==> src/rtl/bram_port_rr_arbiter_if.sv <==
`default_nettype none
// ============================================================================
// Module : bram_port_rr_arbiter_if
// Brief  : Request/response and BRAM-port bundle for bram_port_rr_arbiter.
//          "master" is the outside world (requesters plus the BRAM read data),
//          "slave" is the arbiter itself.
// Rev    : 1.0 - initial release
// ============================================================================
interface bram_port_rr_arbiter_if #(
  parameter int REQ_N     = 2,
  parameter int MEM_WIDTH = 32
);
  logic [REQ_N-1:0]               req_valid;
  logic [REQ_N-1:0]               req_ready;
  logic [REQ_N-1:0]               req_lock;
  logic [REQ_N*MEM_WIDTH/8-1:0]   req_wen;
  logic [REQ_N*32-1:0]            req_addr;
  logic [REQ_N*MEM_WIDTH-1:0]     req_wdata;
  logic [REQ_N-1:0]               resp_valid;
  logic [MEM_WIDTH-1:0]           resp_rdata;
  logic                           bram_en;
  logic [MEM_WIDTH/8-1:0]         bram_we;
  logic [31:0]                    bram_addr;
  logic [MEM_WIDTH-1:0]           bram_din;
  logic [MEM_WIDTH-1:0]           bram_dout;

  modport master (
    output req_valid, req_lock, req_wen, req_addr, req_wdata, bram_dout,
    input  req_ready, resp_valid, resp_rdata, bram_en, bram_we, bram_addr, bram_din
  );

  modport slave (
    input  req_valid, req_lock, req_wen, req_addr, req_wdata, bram_dout,
    output req_ready, resp_valid, resp_rdata, bram_en, bram_we, bram_addr, bram_din
  );
endinterface
`default_nettype wire

==> src/rtl/bram_port_rr_arbiter.sv <==
`default_nettype none
// ============================================================================
// Module : bram_port_rr_arbiter
// Brief  : Round-robin arbiter sharing one BRAM port among REQ_N requesters,
//          with optional grant lock and read-response tagging.
// Rev    : 1.0 - initial release
// ============================================================================
module bram_port_rr_arbiter #(
  parameter int REQ_N        = 2,
  parameter int MEM_WIDTH    = 32,
  parameter int READ_LATENCY = 1,
  parameter int SIM_DELAY    = 1
) (
  input  wire logic               clk,
  input  wire logic               rst_n,
  bram_port_rr_arbiter_if.slave   bus
);

  localparam int c_BE_W = MEM_WIDTH / 8;
  localparam int c_ID_W = (REQ_N > 1) ? $clog2(REQ_N) : 1;

  // Registers carry no delay in this implementation, so SIM_DELAY only takes
  // part in the legality check below.
  if (REQ_N < 1 || REQ_N > 8 || (MEM_WIDTH % 8) != 0 || MEM_WIDTH < 8 ||
      READ_LATENCY < 1 || SIM_DELAY < 0) begin : g_param_check
    $error("bram_port_rr_arbiter: illegal parameter combination");
  end

  logic [c_ID_W-1:0] r_rr_ptr;
  logic              r_lock_vld;
  logic [c_ID_W-1:0] r_lock_owner;
  logic [READ_LATENCY-1:0] r_pipe_vld;
  logic [c_ID_W-1:0]       r_pipe_id [READ_LATENCY];

  logic              w_any;
  logic              w_found;
  int                w_idx;
  logic [c_ID_W-1:0] w_rr_grant;
  logic              w_lock_hit;
  logic [c_ID_W-1:0] w_grant;
  logic [c_ID_W-1:0] w_grant_inc;
  logic [c_ID_W-1:0] w_owner_inc;
  logic [c_BE_W-1:0] w_wen_sel;
  logic              w_is_read;

  // Rotating priority search starting at the round-robin pointer, with the
  // lock owner taking precedence whenever it is still requesting.
  always_comb begin
    w_any      = |bus.req_valid;
    w_found    = 1'b0;
    w_idx      = 0;
    w_rr_grant = r_rr_ptr;
    for (int k = 0; k < REQ_N; k++) begin
      w_idx = int'(r_rr_ptr) + k;
      if (w_idx >= REQ_N) w_idx = w_idx - REQ_N;
      if (!w_found && bus.req_valid[w_idx]) begin
        w_found    = 1'b1;
        w_rr_grant = c_ID_W'(w_idx);
      end
    end
    w_lock_hit = r_lock_vld && bus.req_valid[r_lock_owner];
    w_grant    = w_lock_hit ? r_lock_owner : w_rr_grant;
  end

  // Modulo-REQ_N successors of the grant and of the lock owner.
  always_comb begin
    w_grant_inc = (w_grant == c_ID_W'(REQ_N - 1)) ? '0 : w_grant + 1'b1;
    w_owner_inc = (r_lock_owner == c_ID_W'(REQ_N - 1)) ? '0 : r_lock_owner + 1'b1;
  end

  // Granted slice onto the BRAM port; ready is purely a function of requests.
  always_comb begin
    w_wen_sel      = bus.req_wen[int'(w_grant)*c_BE_W +: c_BE_W];
    w_is_read      = (w_wen_sel == '0);
    bus.req_ready  = w_any ? (REQ_N'(1) << w_grant) : '0;
    bus.bram_en    = w_any;
    bus.bram_we    = w_any ? w_wen_sel : '0;
    bus.bram_addr  = bus.req_addr[int'(w_grant)*32 +: 32];
    bus.bram_din   = bus.req_wdata[int'(w_grant)*MEM_WIDTH +: MEM_WIDTH];
  end

  // Pointer and lock bookkeeping. A vanished lock owner releases the lock
  // even without a transfer; otherwise state only moves on a transfer.
  always_ff @(posedge clk or negedge rst_n) begin
    if (!rst_n) begin
      r_rr_ptr     <= '0;
      r_lock_vld   <= 1'b0;
      r_lock_owner <= '0;
    end else if (r_lock_vld && !bus.req_valid[r_lock_owner]) begin
      r_rr_ptr     <= w_owner_inc;
      r_lock_vld   <= w_any && bus.req_lock[w_grant];
      r_lock_owner <= w_grant;
    end else if (w_any) begin
      if (bus.req_lock[w_grant]) begin
        r_lock_vld   <= 1'b1;
        r_lock_owner <= w_grant;
      end else begin
        r_lock_vld   <= 1'b0;
        r_rr_ptr     <= w_grant_inc;
      end
    end
  end

  // Response tag pipeline, aligned with the BRAM read latency.
  always_ff @(posedge clk or negedge rst_n) begin
    if (!rst_n) begin
      r_pipe_vld <= '0;
      for (int s = 0; s < READ_LATENCY; s++) r_pipe_id[s] <= '0;
    end else begin
      r_pipe_vld[0] <= w_any && w_is_read;
      r_pipe_id[0]  <= w_grant;
      for (int s = 1; s < READ_LATENCY; s++) begin
        r_pipe_vld[s] <= r_pipe_vld[s-1];
        r_pipe_id[s]  <= r_pipe_id[s-1];
      end
    end
  end

  // Decode the tag leaving the pipeline; read data passes straight through.
  always_comb begin
    bus.resp_valid = r_pipe_vld[READ_LATENCY-1] ? (REQ_N'(1) << r_pipe_id[READ_LATENCY-1]) : '0;
    bus.resp_rdata = bus.bram_dout;
  end

endmodule
`default_nettype wire

==> src/flat_wrapper.sv <==
// flat-port wrapper written by rule: the top's interface ports become plain ports
module bram_port_rr_arbiter_flat 
#(
  parameter int REQ_N        = 2,
  parameter int MEM_WIDTH    = 32,
  parameter int READ_LATENCY = 1,
  parameter int SIM_DELAY    = 1
)
  (clk, rst_n, bus_req_valid, bus_req_lock, bus_req_wen, bus_req_addr, bus_req_wdata, bus_bram_dout, bus_req_ready, bus_resp_valid, bus_resp_rdata, bus_bram_en, bus_bram_we, bus_bram_addr, bus_bram_din);
  bram_port_rr_arbiter_if #(.REQ_N(REQ_N), .MEM_WIDTH(MEM_WIDTH)) bus_i ();
  input  wire logic clk;
  input  wire logic rst_n;
  input wire logic [$bits(bus_i.req_valid)-1:0] bus_req_valid;
  input wire logic [$bits(bus_i.req_lock)-1:0] bus_req_lock;
  input wire logic [$bits(bus_i.req_wen)-1:0] bus_req_wen;
  input wire logic [$bits(bus_i.req_addr)-1:0] bus_req_addr;
  input wire logic [$bits(bus_i.req_wdata)-1:0] bus_req_wdata;
  input wire logic [$bits(bus_i.bram_dout)-1:0] bus_bram_dout;
  output wire logic [$bits(bus_i.req_ready)-1:0] bus_req_ready;
  output wire logic [$bits(bus_i.resp_valid)-1:0] bus_resp_valid;
  output wire logic [$bits(bus_i.resp_rdata)-1:0] bus_resp_rdata;
  output wire logic [$bits(bus_i.bram_en)-1:0] bus_bram_en;
  output wire logic [$bits(bus_i.bram_we)-1:0] bus_bram_we;
  output wire logic [$bits(bus_i.bram_addr)-1:0] bus_bram_addr;
  output wire logic [$bits(bus_i.bram_din)-1:0] bus_bram_din;
  assign bus_i.req_valid = bus_req_valid;
  assign bus_i.req_lock = bus_req_lock;
  assign bus_i.req_wen = bus_req_wen;
  assign bus_i.req_addr = bus_req_addr;
  assign bus_i.req_wdata = bus_req_wdata;
  assign bus_i.bram_dout = bus_bram_dout;
  assign bus_req_ready = bus_i.req_ready;
  assign bus_resp_valid = bus_i.resp_valid;
  assign bus_resp_rdata = bus_i.resp_rdata;
  assign bus_bram_en = bus_i.bram_en;
  assign bus_bram_we = bus_i.bram_we;
  assign bus_bram_addr = bus_i.bram_addr;
  assign bus_bram_din = bus_i.bram_din;
  bram_port_rr_arbiter #(.REQ_N(REQ_N), .MEM_WIDTH(MEM_WIDTH), .READ_LATENCY(READ_LATENCY), .SIM_DELAY(SIM_DELAY)) u_core (.clk(clk), .rst_n(rst_n), .bus(bus_i));
endmodule
==> config.mk <==
export PLATFORM = sky130hd
export DESIGN_NAME = bram_port_rr_arbiter_flat
export DESIGN_NICKNAME = d
export VERILOG_FILES = /design/src/rtl/bram_port_rr_arbiter_if.sv /design/src/rtl/bram_port_rr_arbiter.sv /design/src/flat_wrapper.sv
export SDC_FILE = /design/constraint.sdc
export NUM_CORES = 1
export LEC_CHECK = 0
export CORE_AREA = 8 8 103 105
export CTS_BUF_LIST = sky130_fd_sc_hd__clkbuf_4
export CTS_CLUSTER_DIAMETER = 80
export DETAILED_ROUTE_END_ITERATION = 6
export DIE_AREA = 0 0 111 113
export PLACE_DENSITY_LB_ADDON = 0.3
export SYNTH_ARGS = -nofsm -noshare
export SYNTH_HDL_FRONTEND = slang
export SYNTH_SLANG_ARGS = --single-unit
==> constraint.sdc <==
create_clock -name clk -period 2.2 [get_ports clk]
set_clock_uncertainty 0.15 [all_clocks]
set_input_delay 0.44 -clock clk [delete_from_list [all_inputs] [get_ports clk]]
set_output_delay 0.44 -clock clk [all_outputs]
set_load 0.01 [all_outputs]
==> impl_metrics.json <==
{
  "r2r_cells": 8,
  "drt_wl_total_um": 9515,
  "synth_ff_type": "dfrtp_1",
  "drt-wirelength-per-cell_um": 19.18,
  "start_kind": "flop",
  "fin_crit_ns": 2.643,
  "maxSlewHeadroom_pct": 79.07,
  "cts_inserted_buffers": 3,
  "antenna_found_initial": 0,
  "place_ws_ns": -0.8534,
  "vias_per_cell": 4.071,
  "grt_max_degree": 13,
  "io_pins": 279,
  "fin_crit_sh_pct": 120.1,
  "crit_buf_inv": 5,
  "switchingPower_mw": 0.8747,
  "synthArstFlopShare_pct": 100.0,
  "setup_viol": 70,
  "seqPwrFrac_pct": 5.4,
  "core_area_mm2": 0.008977,
  "synthesis.area_mm2": 0.001554,
  "path_delay_family": "multiplexers",
  "die_area_mm2": 0.01254,
  "worstPathCellList": "mux2_4 > a21oi_4 > buf_6 > buf_8 > buf_12 > buf_12 > mux2_4 > buf_6",
  "p_int_mw": 1.718,
  "die_w_um": 111,
  "grt_pass1_wl_um": 13830,
  "timing.hold.ws_ns": 0.2741,
  "drc": 0,
  "hpwl_um": 8172,
  "overflow": 0,
  "drt_first_pass_iters": 4,
  "final_antenna_net_count": 0,
  "r2r_end": "u_core.r_pipe_vld$_DFF_PN0_",
  "clockBufferDepth": 2,
  "diodes": 0,
  "path_max_fanout": 7,
  "ctsRootBufferMaster": "clkbuf_4",
  "tightest_slew_ns": 0.3139,
  "leakagePower_nw": 1.952,
  "p_clk_share_pct": 4.5,
  "cpPeakStageDelay_ns": 0.39,
  "timing.final.ws_setup_ns": -0.4431,
  "irDropWorstVdd_mv": 0.2495,
  "yosys-top-cells-area": "mux2_2, buf_4, mux2_1, mux2_4, dfrtp_1",
  "ys_warn_count": 0,
  "start_util_pct": 17.31,
  "swShare_pct": 33.74,
  "areaGrowthSynthToFinish_pct": 165.6,
  "ys_seq_elements": 5,
  "worstPathRequired_ns": 1.61,
  "htree_levels": 1,
  "die_y_um": 113,
  "cts_hold_buffers": 0,
  "r2r_start": "u_core.r_lock_vld$_DFFE_PN0P_",
  "p_per_area_mw_per_mm2": 628.0,
  "cp-end-kind": "primary output",
  "drive_gt1_share_pct": 50.39,
  "syn_inst": 158,
  "yosys-top-cells-count": "mux2_2, buf_4, mux2_1",
  "seq_area_frac_synth_pct": 8.052,
  "synth.top_cell.area_share_pct": 26.81,
  "synth_edf_count": 0,
  "slew_violations": 0,
  "nets": 560,
  "r2r_setup_slack_ns": 0.36,
  "status": "complete, but fails checks",
  "cp_slowest_cell": "dfrtp_1",
  "crit_arrival_ns": 2.05,
  "via_count": 2019,
  "yosys.area.top_type": "mux2_2",
  "ys_types": 29,
  "hold_class": "input pin to asynchronous set/reset pin",
  "cp-startpoint": "u_core.r_lock_vld$_DFFE_PN0P_",
  "path_class": "flop to primary output",
  "postSynthAreaPerCell_um2": 9.835,
  "yosys.cell_count.top_type": "mux2_2",
  "dr.first_iter.drc_count": 55,
  "grt_pass1_vias": 2181,
  "port_buffers": 214,
  "insertion_delay_ns": 0.24,
  "rsz0062_at_grt": "yes",
  "hold_viol": 0,
  "num_rows": 35,
  "p_comb_share_pct": 90.0,
  "violations": "negative setup slack",
  "cts_tree": "built",
  "clkSinkCount": 5,
  "clk_pin_slew_ns": 0.04,
  "globalplace.congestion": 0.7613,
  "synth_nets": 332,
  "grt_usage_pct": 13.87,
  "fmax_mhz": 378.3,
  "max_cap_violations": 0
}
-- final cells by class --
| type | instances | area, µm² |
|---|---|---|
| clock buffers | 4 | 30.03 |
| fillers | 841 | 4850 |
| inverters | 4 | 15.01 |
| multi-input cells | 107 | 1267 |
| flip-flops and latches | 5 | 125.1 |
| well taps | 111 | 138.9 |
| repair buffers | 265 | 2551 |
-- worst reg2reg max path: stages (launching register included) --
cell,delay [ns]
dfrtp_1,0.39
mux2_4,0.33
a21oi_4,0.19
buf_4,0.13
buf_6,0.10
buf_6,0.11
buf_8,0.13
o41ai_1,0.07
o211a_1,0.13
-- registers in the layout, indices dropped and copies added, names as in the netlist --
name	flops
u_core.r_lock_owner	1
u_core.r_lock_vld	1
u_core.r_pipe_id	1
u_core.r_pipe_vld	1
u_core.r_rr_ptr	1
-- how the worst max path moves through the flow --
stage                     depth (start not counted)  slack (ns)                end
final                                             8       -0.44    bus_bram_din[2]
after global routing                              8       -0.50    bus_bram_din[2]
after CTS                                         7       -0.51   bus_bram_addr[2]
after detailed placement                          7       -0.85  bus_bram_addr[18]
after global placement                            7       -0.83  bus_bram_addr[18]
after floorplan                                   5       -0.12   bus_bram_addr[0]
-- layout by cell type (no fill, tap or decap), drive strengths merged --
cell,n
clkbuf,7
o311a,1
nand2b,1
nand2,3
o211a,1
a221oi,1
a22oi,1
o21bai,2
buf,118
o41ai,1
o21ai,3
dfrtp,5
dlygate4sd2,2
nor4,1
nor2,11
inv,4
nor2b,1
nand3b,1
and2,1
o21ba,1
mux2,65
a21oi,5
clkdlybuf4s50,142
a2bb2oi,1
mux2i,6
-- routing by layer --
layer	global-route usage, %	part of all wire [%]	vias up
met5	0	0	-
met4	2.342	0.71	0
met3	4.868	7.8	8
met2	26.15	53	120
met1	14.58	39	905
li1	-	-	986
-- power by group through the flow --
stage               Clock [mW]  Combinational (mW)  Sequential, mW
global route             0.134                2.47           0.142
global placement             0                2.08           0.145
CTS                      0.123                2.24           0.147
detailed placement           0                2.09           0.148
floorplan                    0                1.15           0.140
finish                   0.118                2.33           0.140
-- kinds of logic (layout without fill, tap and decap cells) --
kind of cell | count (synthesis) | after routing | share of synthesized area, %
and+or+nand+nor | 19 | 19 | 5.476
DFF | 5 | 5 | 8.052
AOI/OAI and AO/OA | 17 | 17 | 8.374
muxes | 71 | 71 | 53.62
buffers and inverters | 46 | 273 | 24.48
-- through the flow --
stage	setup TNS (ns)	total power [mW]	instances	utilization (%)	area [µm²]
global route	-28.96	2.745	496	45.98	4128
global placement	-55.27	2.224	465	43.58	3913
detailed placement	-55.85	2.234	465	43.58	3913
finish	-24.58	2.592	496	45.98	4128
floorplan	-7.299	1.290	158	-	1758
CTS	-27.55	2.508	488	44.79	4021
-- timing repair --
| action | 4_1_cts | 5_1_grt |
|---|---|---|
| resized for setup | 315 | 51 |
| setup endpoints to repair | 71 | 70 |
| pin swaps | 1 | 1 |
| cloned | 1 | 0 |
| setup buffers | 18 | 14 |
No activity file was read; power rests on OpenSTA's default activity.
